File: config.mk
export PLATFORM = sky130hd
export DESIGN_NAME = latch_bank_arbiter
export DESIGN_NICKNAME = d
export VERILOG_FILES = /design/src/rtl/latch_bank_arbiter.sv
export SDC_FILE = /design/constraint.sdc
export NUM_CORES = 1
export LEC_CHECK = 0
export CORE_MARGIN = 2
export CORE_UTILIZATION = 45
export DETAILED_ROUTE_END_ITERATION = 8
export GPL_ROUTABILITY_DRIVEN = 0
export PLACE_DENSITY = 0.78
export REMOVE_ABC_BUFFERS = 1
export SLEW_MARGIN = 20
export SYNTH_ARGS = -nofsm -noshare
export SYNTH_HDL_FRONTEND = slang
export SYNTH_SLANG_ARGS = --single-unit
File: constraint.sdc
create_clock -name clk -period 2.31 [get_ports clk]
set_input_delay 0.693 -clock clk [delete_from_list [all_inputs] [get_ports clk]]
set_output_delay 0.693 -clock clk [all_outputs]
set_load 0.005 [all_outputs]
File: src/rtl/latch_bank_arbiter.sv
// Two-requester round-robin arbiter sequencing writes into a bank of transparent latches.
// Each write runs SETUP -> OPEN (ENA_CYCLES) -> HOLD so the latch enable never overlaps a data change.
module latch_bank_arbiter #(
    parameter int unsigned WIDTH      = 8,
    parameter int unsigned NUM_LATCH  = 4,
    parameter int unsigned ENA_CYCLES = 2,
    localparam int unsigned AW        = (NUM_LATCH > 1) ? $clog2(NUM_LATCH) : 1
) (
    input  logic                 clk,
    input  logic                 areset_n,
    input  logic                 req0,
    input  logic                 req1,
    input  logic [AW-1:0]        addr0,
    input  logic [AW-1:0]        addr1,
    input  logic [WIDTH-1:0]     data0,
    input  logic [WIDTH-1:0]     data1,
    output logic [1:0]           gnt,
    output logic [1:0]           done,
    output logic [NUM_LATCH-1:0] latch_ena,
    output logic [WIDTH-1:0]     latch_d,
    output logic                 busy
);

    typedef enum logic [1:0] {
        ST_IDLE,
        ST_SETUP,
        ST_OPEN,
        ST_HOLD
    } state_t;

    localparam logic [3:0] CNT_INIT = 4'(ENA_CYCLES - 1);

    state_t               r_state;
    logic [1:0]           r_gnt;
    logic [1:0]           r_done;
    logic [NUM_LATCH-1:0] r_ena;
    logic [WIDTH-1:0]     r_d;
    logic [AW-1:0]        r_addr;
    logic [3:0]           r_cnt;
    logic                 r_ptr;
    logic                 r_busy;

    state_t               w_state_nxt;
    logic [1:0]           w_gnt_nxt;
    logic [1:0]           w_done_nxt;
    logic [NUM_LATCH-1:0] w_ena_nxt;
    logic [WIDTH-1:0]     w_d_nxt;
    logic [AW-1:0]        w_addr_nxt;
    logic [3:0]           w_cnt_nxt;
    logic                 w_ptr_nxt;
    logic                 w_busy_nxt;
    logic                 w_win;
    logic [NUM_LATCH-1:0] w_sel_ena;

    // Requester 1 wins when it is alone, or when both ask and the pointer favours it.
    assign w_win = req1 & (~req0 | r_ptr);

    always_comb begin
        w_sel_ena = '0;
        for (int unsigned i = 0; i < NUM_LATCH; i++) begin
            if (r_addr == AW'(i)) begin
                w_sel_ena[i] = 1'b1;
            end
        end
    end

    always_comb begin
        w_state_nxt = r_state;
        w_gnt_nxt   = r_gnt;
        w_done_nxt  = '0;
        w_ena_nxt   = '0;
        w_d_nxt     = r_d;
        w_addr_nxt  = r_addr;
        w_cnt_nxt   = r_cnt;
        w_ptr_nxt   = r_ptr;
        w_busy_nxt  = r_busy;
        case (r_state)
            ST_IDLE: begin
                if (req0 | req1) begin
                    w_state_nxt = ST_SETUP;
                    w_gnt_nxt   = w_win ? 2'b10 : 2'b01;
                    w_addr_nxt  = w_win ? addr1 : addr0;
                    w_d_nxt     = w_win ? data1 : data0;
                    w_ptr_nxt   = ~w_win;
                    w_busy_nxt  = 1'b1;
                end
            end
            ST_SETUP: begin
                w_state_nxt = ST_OPEN;
                w_cnt_nxt   = CNT_INIT;
                w_ena_nxt   = w_sel_ena;
            end
            ST_OPEN: begin
                if (r_cnt == 4'd0) begin
                    w_state_nxt = ST_HOLD;
                    w_done_nxt  = r_gnt;
                end else begin
                    w_cnt_nxt = r_cnt - 4'd1;
                    w_ena_nxt = w_sel_ena;
                end
            end
            ST_HOLD: begin
                w_state_nxt = ST_IDLE;
                w_gnt_nxt   = '0;
                w_busy_nxt  = 1'b0;
            end
            default: begin
                w_state_nxt = ST_IDLE;
                w_gnt_nxt   = '0;
                w_busy_nxt  = 1'b0;
            end
        endcase
    end

    always_ff @(posedge clk or negedge areset_n) begin
        if (!areset_n) begin
            r_state <= ST_IDLE;
            r_gnt   <= '0;
            r_done  <= '0;
            r_ena   <= '0;
            r_d     <= '0;
            r_addr  <= '0;
            r_cnt   <= '0;
            r_ptr   <= 1'b0;
            r_busy  <= 1'b0;
        end else begin
            r_state <= w_state_nxt;
            r_gnt   <= w_gnt_nxt;
            r_done  <= w_done_nxt;
            r_ena   <= w_ena_nxt;
            r_d     <= w_d_nxt;
            r_addr  <= w_addr_nxt;
            r_cnt   <= w_cnt_nxt;
            r_ptr   <= w_ptr_nxt;
            r_busy  <= w_busy_nxt;
        end
    end

    assign gnt       = r_gnt;
    assign done      = r_done;
    assign latch_ena = r_ena;
    assign latch_d   = r_d;
    assign busy      = r_busy;

endmodule

==> results of run 1 <==
power breakdown:
| group | leakage (nW) | internal [mW] | switching (mW) |
|---|---|---|---|
| combinational | 0.423 | 0.588 | 0.496 |
| sequential | 0.317 | 0.649 | 0.137 |
| clock | 0.0279 | 0.176 | 0.143 |
per-stage QoR:
step	std cells	utilization	cell area, sq um	power [mW]
2_1_floorplan	125	-	1260	1.41
3_3_place_gp	201	0.636	1740	1.84
3_5_place_dp	201	0.636	1740	1.89
4_1_cts	205	0.655	1790	2.22
5_1_grt	205	0.655	1790	2.38
6_report	205	0.655	1790	2.19
metal layers:
layer,vias to the layer above,share of wire,global-route usage
met5,-,0,0
met1,548,0.39,0.201
met3,5,0.075,0.0446
li1,556,-,-
met2,44,0.52,0.339
met4,0,0.015,0.0698
layout make-up:
class	instances	area [sq um]	share of cell area
repair buffers	45	438	0.244
well taps	31	38.8	0.0216
clock inverters	1	30.0	0.0168
inverters	5	18.8	0.0105
clock buffers	3	22.5	0.0126
multi-input cells	94	593	0.331
flip-flops and latches	26	651	0.363
worst max path at each step:
stage / start / endpoint / slack [ps] / depth (start not counted)
floorplan: r_cnt[0] / r_state[1] / 640 / 5
global placement: req0 / r_state[1] / 110 / 4
detailed placement: req0 / r_state[1] / 70 / 4
CTS: gnt[1] / gnt[1] / 330 / 1
global route: gnt[1] / gnt[1] / 300 / 1
finish: gnt[1] / gnt[1] / 340 / 1
registers in the layout (all words and copies together) (netlist names), 2 cells and up:
register,flops
done,2
gnt,2
latch_d,8
latch_ena,4
r_addr,2
r_cnt,4
r_state,2
cell families (layout without fill, tap and decap cells):
group / count (synthesis) / in the layout / share of synthesized area
AOI/OAI and AO/OA: 37 / 37 / 0.188
xor gates and xnor gates: 1 / 1 / 0.00677
adders and majority gates: 6 / 6 / 0.0580
buffers and inverters: 13 / 54 / 0.0387
DFF: 26 / 26 / 0.503
muxes: 1 / 1 / 0.0116
and+or+nand+nor: 49 / 49 / 0.194
layout by cell type (no fill, tap or decap), drive strengths merged, types with 2 or more instances in the layout:
cell type / n
clkdlybuf4s50: 40
dfrtp: 26
o21ai: 15
nor2: 14
nand3: 12
a31oi: 11
nand2: 7
ha: 6
inv: 5
buf: 5
nor2b: 4
clkbuf: 3
nor3b: 2
and3: 2
or3b: 2
a21oi: 2
nor3: 2
a32o: 2
==> flow_metrics.env, run 1 <==
export IMPL_whs_ps=506
export IMPL_coreArea_sq_um=2730
export IMPL_numCtsBuffers=3
export IMPL_crit_chain="clkdlybuf4s50_1"
export IMPL_worstSetupStartpointType="flip-flop"
export IMPL_worstPathArrival_ps=1270
export IMPL_yosys_cell_count_top_type="dfrtp_1"
export IMPL_grt_use_total=0.184
export IMPL_fill_cells=228
export IMPL_synthTopCellsByCount="26 x dfrtp_1, 15 x o21ai_0, 14 x nor2_1"
export IMPL_finalCritPeriodShare=0.852
export IMPL_syn_area_sq_um=1290
export IMPL_drtIter0Drc=33
export IMPL_dr_total_vias=1153
export IMPL_ys_types=30
export IMPL_antenna_found_initial=0
export IMPL_drt_wl_total_um=2840
export IMPL_avgRoutedWirePerCell_um=13.9
export IMPL_synth_cells=133
export IMPL_insertion_delay_ps=330
export IMPL_ant_nets=0
export IMPL_slowest_stage="clkdlybuf4s50_1"
export IMPL_rsz0062_at_grt="false"
export IMPL_nets=205
export IMPL_place_ws_ps=67.3
export IMPL_crit_required_ps=1620
export IMPL_numPortBuffers=40
export IMPL_synthFlopType="dfrtp_1"
export IMPL_cts_resized=0
export IMPL_synth_seq_cells=26
export IMPL_clk_pin_slew_ps=150
export IMPL_status="completed"
export IMPL_grt_max_degree=27
export IMPL_finalHoldViolCount=0
export IMPL_dr_pass1_iters=4
export IMPL_r2r_start="r_cnt[0]"
export IMPL_synth_area_top_cells="dfrtp_1 50%, ha_1 5.8%, o21ai_0 5.8%, a31oi_1 5.3%, nand3_1 4.6%"
export IMPL_cp_end_kind="primary output"
export IMPL_post_cts_buffers=0
export IMPL_worstMarginPinSlew_ps=480
export IMPL_hp_start="r_addr[0]"
export IMPL_p_leak_nw=0.768
export IMPL_dp_hpwl_um=2120
export IMPL_root_buffer="clkbuf_4"
export IMPL_slew_headroom=0.680
export IMPL_ioPinCount=41
export IMPL_critPathBufInv=1
export IMPL_critPathMaxFanout=4
export IMPL_holdPathStages=1
export IMPL_synthToLayoutAreaGrowth_pct=38.5
export IMPL_num_rows=19
export IMPL_tritoncts="yes"
export IMPL_fin_skew_ps=9.97
export IMPL_avgSynthCellArea_sq_um=9.73
export IMPL_synth_enable_flop_cells=0
export IMPL_r2r_slack_ps=490
export IMPL_fmax_mhz=508
export IMPL_start_util=0.473
export IMPL_ys_seq_area_frac=0.503
export IMPL_synth_warnings=0
export IMPL_drive_gt1_frac=0.0690
export IMPL_cts_max_path_buffers=2
export IMPL_diodes=0
export IMPL_grt_pass1_wl_um=4800
export IMPL_die_w_um=57.6
export IMPL_dieArea_sq_um=3320
export IMPL_path_class="flip-flop to primary output"
export IMPL_drc=0
export IMPL_cts_sinks=26
export IMPL_period_needed_ps=1970
export IMPL_via_per_inst=5.62
export IMPL_power_density_nw_per_um2=1220
export IMPL_yosysTopAreaCell="dfrtp_1"
export IMPL_async_flop_share=1.00
export IMPL_finalWorstSetupSlack_ps=343
export IMPL_grt_remaining_overflow=0
export IMPL_holdPathEnd="latch_ena[2]"
export IMPL_reg2reg_depth=5
export IMPL_slew_violations=0
export IMPL_setup_viol=0
export IMPL_critical_path_top_delay_family="buffers and inverters"
export IMPL_r2r_end="r_state[1]"
export IMPL_crit_path_max_incr_delay_ps=520
export IMPL_postCtsHoldBufs=0
export IMPL_tns_ps=0
export IMPL_die_h_um=57.6
export IMPL_max_vdd_ir_drop_uv=702
export IMPL_max_cap_violations=0
export IMPL_hp_class="flip-flop to flip-flop"
export IMPL_cts_htree_levels=1
export IMPL_grt_pass1_vias=1163
export IMPL_synth_largest_type_area_fraction=0.503
(Power assumes the default switching activity.)
==> run 2: changes to the inputs <==
--- a/config.mk
+++ b/config.mk
@@ -6,10 +6,11 @@
 export NUM_CORES = 1
 export LEC_CHECK = 0
 export CORE_MARGIN = 2
-export CORE_UTILIZATION = 45
+export CORE_UTILIZATION = 61
 export DETAILED_ROUTE_END_ITERATION = 8
+export DONT_BUFFER_PORTS = 1
 export GPL_ROUTABILITY_DRIVEN = 0
-export PLACE_DENSITY = 0.78
+export PLACE_DENSITY = 0.77
 export REMOVE_ABC_BUFFERS = 1
 export SLEW_MARGIN = 20
 export SYNTH_ARGS = -nofsm -noshare
==> run 2 against run 1 <==
- total power decreased by 19%
- die area is 25% lower
- utilization is 1.0 points higher
- register-to-register slack improved by 20 ps
- via count fell by 14%
- final area down 26%
- cell count decreased by 24%
- worst hold slack worse by 460 ps
- largest power group is now sequential cells
- combinational power fell by 28%
- fmax up 9.1%
- global-route usage up 3.3 points
==> flow_metrics.env, run 2 (synthesis results as in run 1) <==
export IMPL_drc=0
export IMPL_grt_pass1_wl_um=4170
export IMPL_max_cap_violations=0
export IMPL_r2r_slack_ps=510
export IMPL_nets=160
export IMPL_comb_power_share=0.437
export IMPL_start_util=0.653
export IMPL_period_needed_ps=1800
export IMPL_path_class="flip-flop to flip-flop"
export IMPL_via_per_inst=6.37
export IMPL_worstPathArrival_ps=2020
export IMPL_status="completed"
export IMPL_internal_power_mw=1.06
export IMPL_num_rows=16
export IMPL_worstMarginPinSlew_ps=656
export IMPL_grt_use_total=0.217
export IMPL_tritoncts="yes"
export IMPL_netSwitchingFraction=0.403
export IMPL_fill_cells=167
export IMPL_cts_resized=0
export IMPL_dr_pass1_iters=4
export IMPL_finalHoldViolCount=0
export IMPL_hp_class="primary input to async pin"
export IMPL_cp_end_kind="flip-flop"
export IMPL_worstSetupStartpointType="flip-flop"
export IMPL_diodes=0
export IMPL_drive_gt1_frac=0.0469
export IMPL_coreArea_sq_um=1980
export IMPL_slew_headroom=0.563
export IMPL_dieArea_sq_um=2510
export IMPL_avgRoutedWirePerCell_um=16.0
export IMPL_clk_pin_slew_ps=120
export IMPL_postCtsHoldBufs=0
export IMPL_insertion_delay_ps=310
export IMPL_cts_max_path_buffers=2
export IMPL_wl_met3_um=136
export IMPL_grt_pass1_vias=973
export IMPL_numCtsBuffers=3
export IMPL_topRoutingLayerUsed="met4"
export IMPL_fin_skew_ps=0.678
export IMPL_numPortBuffers=0
export IMPL_die_h_um=50.1
export IMPL_max_vdd_ir_drop_uv=758
export IMPL_cts_htree_levels=1
export IMPL_power_density_nw_per_um2=1340
export IMPL_wl_met1_um=1010
export IMPL_dr_wl_met2_um=1300
export IMPL_setup_viol=0
export IMPL_cts_sinks=26
export IMPL_synthToLayoutAreaGrowth_pct=1.93
export IMPL_p_leak_nw=0.575
export IMPL_post_cts_buffers=0
export IMPL_crit_required_ps=2530
export IMPL_r2r_end="r_state[1]"
export IMPL_ant_nets=0
export IMPL_r2r_start="r_state[1]"
export IMPL_dr_total_vias=988
export IMPL_layout_commonest_cell="dfrtp_1"
export IMPL_tns_ps=0
export IMPL_grt_remaining_overflow=0
export IMPL_finalCritPeriodShare=0.781
export IMPL_fmax_mhz=554
export IMPL_drt_wl_total_um=2480
export IMPL_power_mw=1.77
export IMPL_p_seq_frac=0.458
export IMPL_antenna_found_initial=0
export IMPL_slew_violations=0
export IMPL_largest_reg_flops=8
export IMPL_final_cell_mix="26 x dfrtp_1, 15 x o21ai_0, 14 x nor2_1, 12 x nand3_1, 11 x a31oi_1"
export IMPL_drtIter0Drc=5
export IMPL_ioPinCount=41
export IMPL_root_buffer="clkbuf_4"
export IMPL_grt_max_degree=27
export IMPL_p_clk_frac=0.104
export IMPL_critPathMaxFanout=8
export IMPL_dp_hpwl_um=1790
export IMPL_reg2reg_depth=5
export IMPL_rsz0062_at_grt="false"
export IMPL_p_switching_mw=0.712
export IMPL_die_w_um=50.1
[run 2: cell types whose count changed in the layout (fill, tap and decap cells not counted)]
cell / change
bufinv_16: -1
buf_4: -5
clkdlybuf4s50_1: -40
[run 2: critical path: stages, from the launching register on]
cell and delay, ps:
dfrtp_1 440, inv_1 100, ha_1 290, or3b_1 410, a21boi_4 160, mux2_4 300
[run 2: power groups by stage]
stage	Sequential [mW]	Combinational (mW)	Clock [mW]
floorplan	0.780	0.634	0
global placement	0.812	0.724	0
detailed placement	0.820	0.775	0
CTS	0.812	0.777	0.186
global route	0.835	0.881	0.206
finish	0.811	0.773	0.185
[run 2: layer usage]
layer,GRT usage,up-vias
li1,-,464
met1,0.234,484
met2,0.421,35
met3,0.0333,5
met4,0.0694,0
met5,0,-
[run 2: worst max path at each step]
| stage | slack (ps) | to | startpoint |
|---|---|---|---|
| finish | 510 | r_state[1] | r_state[1] |
| global placement | 590 | r_state[1] | r_cnt[0] |
| detailed placement | 530 | r_state[1] | r_state[0] |
| floorplan | 640 | r_state[1] | r_cnt[0] |
| global route | 330 | latch_d[0] | r_state[0] |
| CTS | 510 | r_state[1] | r_state[1] |
[run 2: area by class of cell]
| cell class | instances | area [sq um] | share of cell area |
|---|---|---|---|
| well taps | 27 | 33.8 | 0.0256 |
| clock buffers | 3 | 22.5 | 0.0171 |
| flip-flops and latches | 26 | 651 | 0.493 |
| inverters | 5 | 18.8 | 0.0142 |
| multi-input cells | 94 | 593 | 0.450 |
[run 2: through the flow]
stage	setup slack [ps]	utilization	hold WS, ps	cell area, sq um	std cells
floorplan	638	-	397	1260	125
global placement	594	0.654	398	1300	152
detailed placement	527	0.654	398	1300	152
CTS	507	0.665	49.8	1320	155
global route	333	0.665	27.5	1320	155
finish	506	0.665	49.0	1320	155
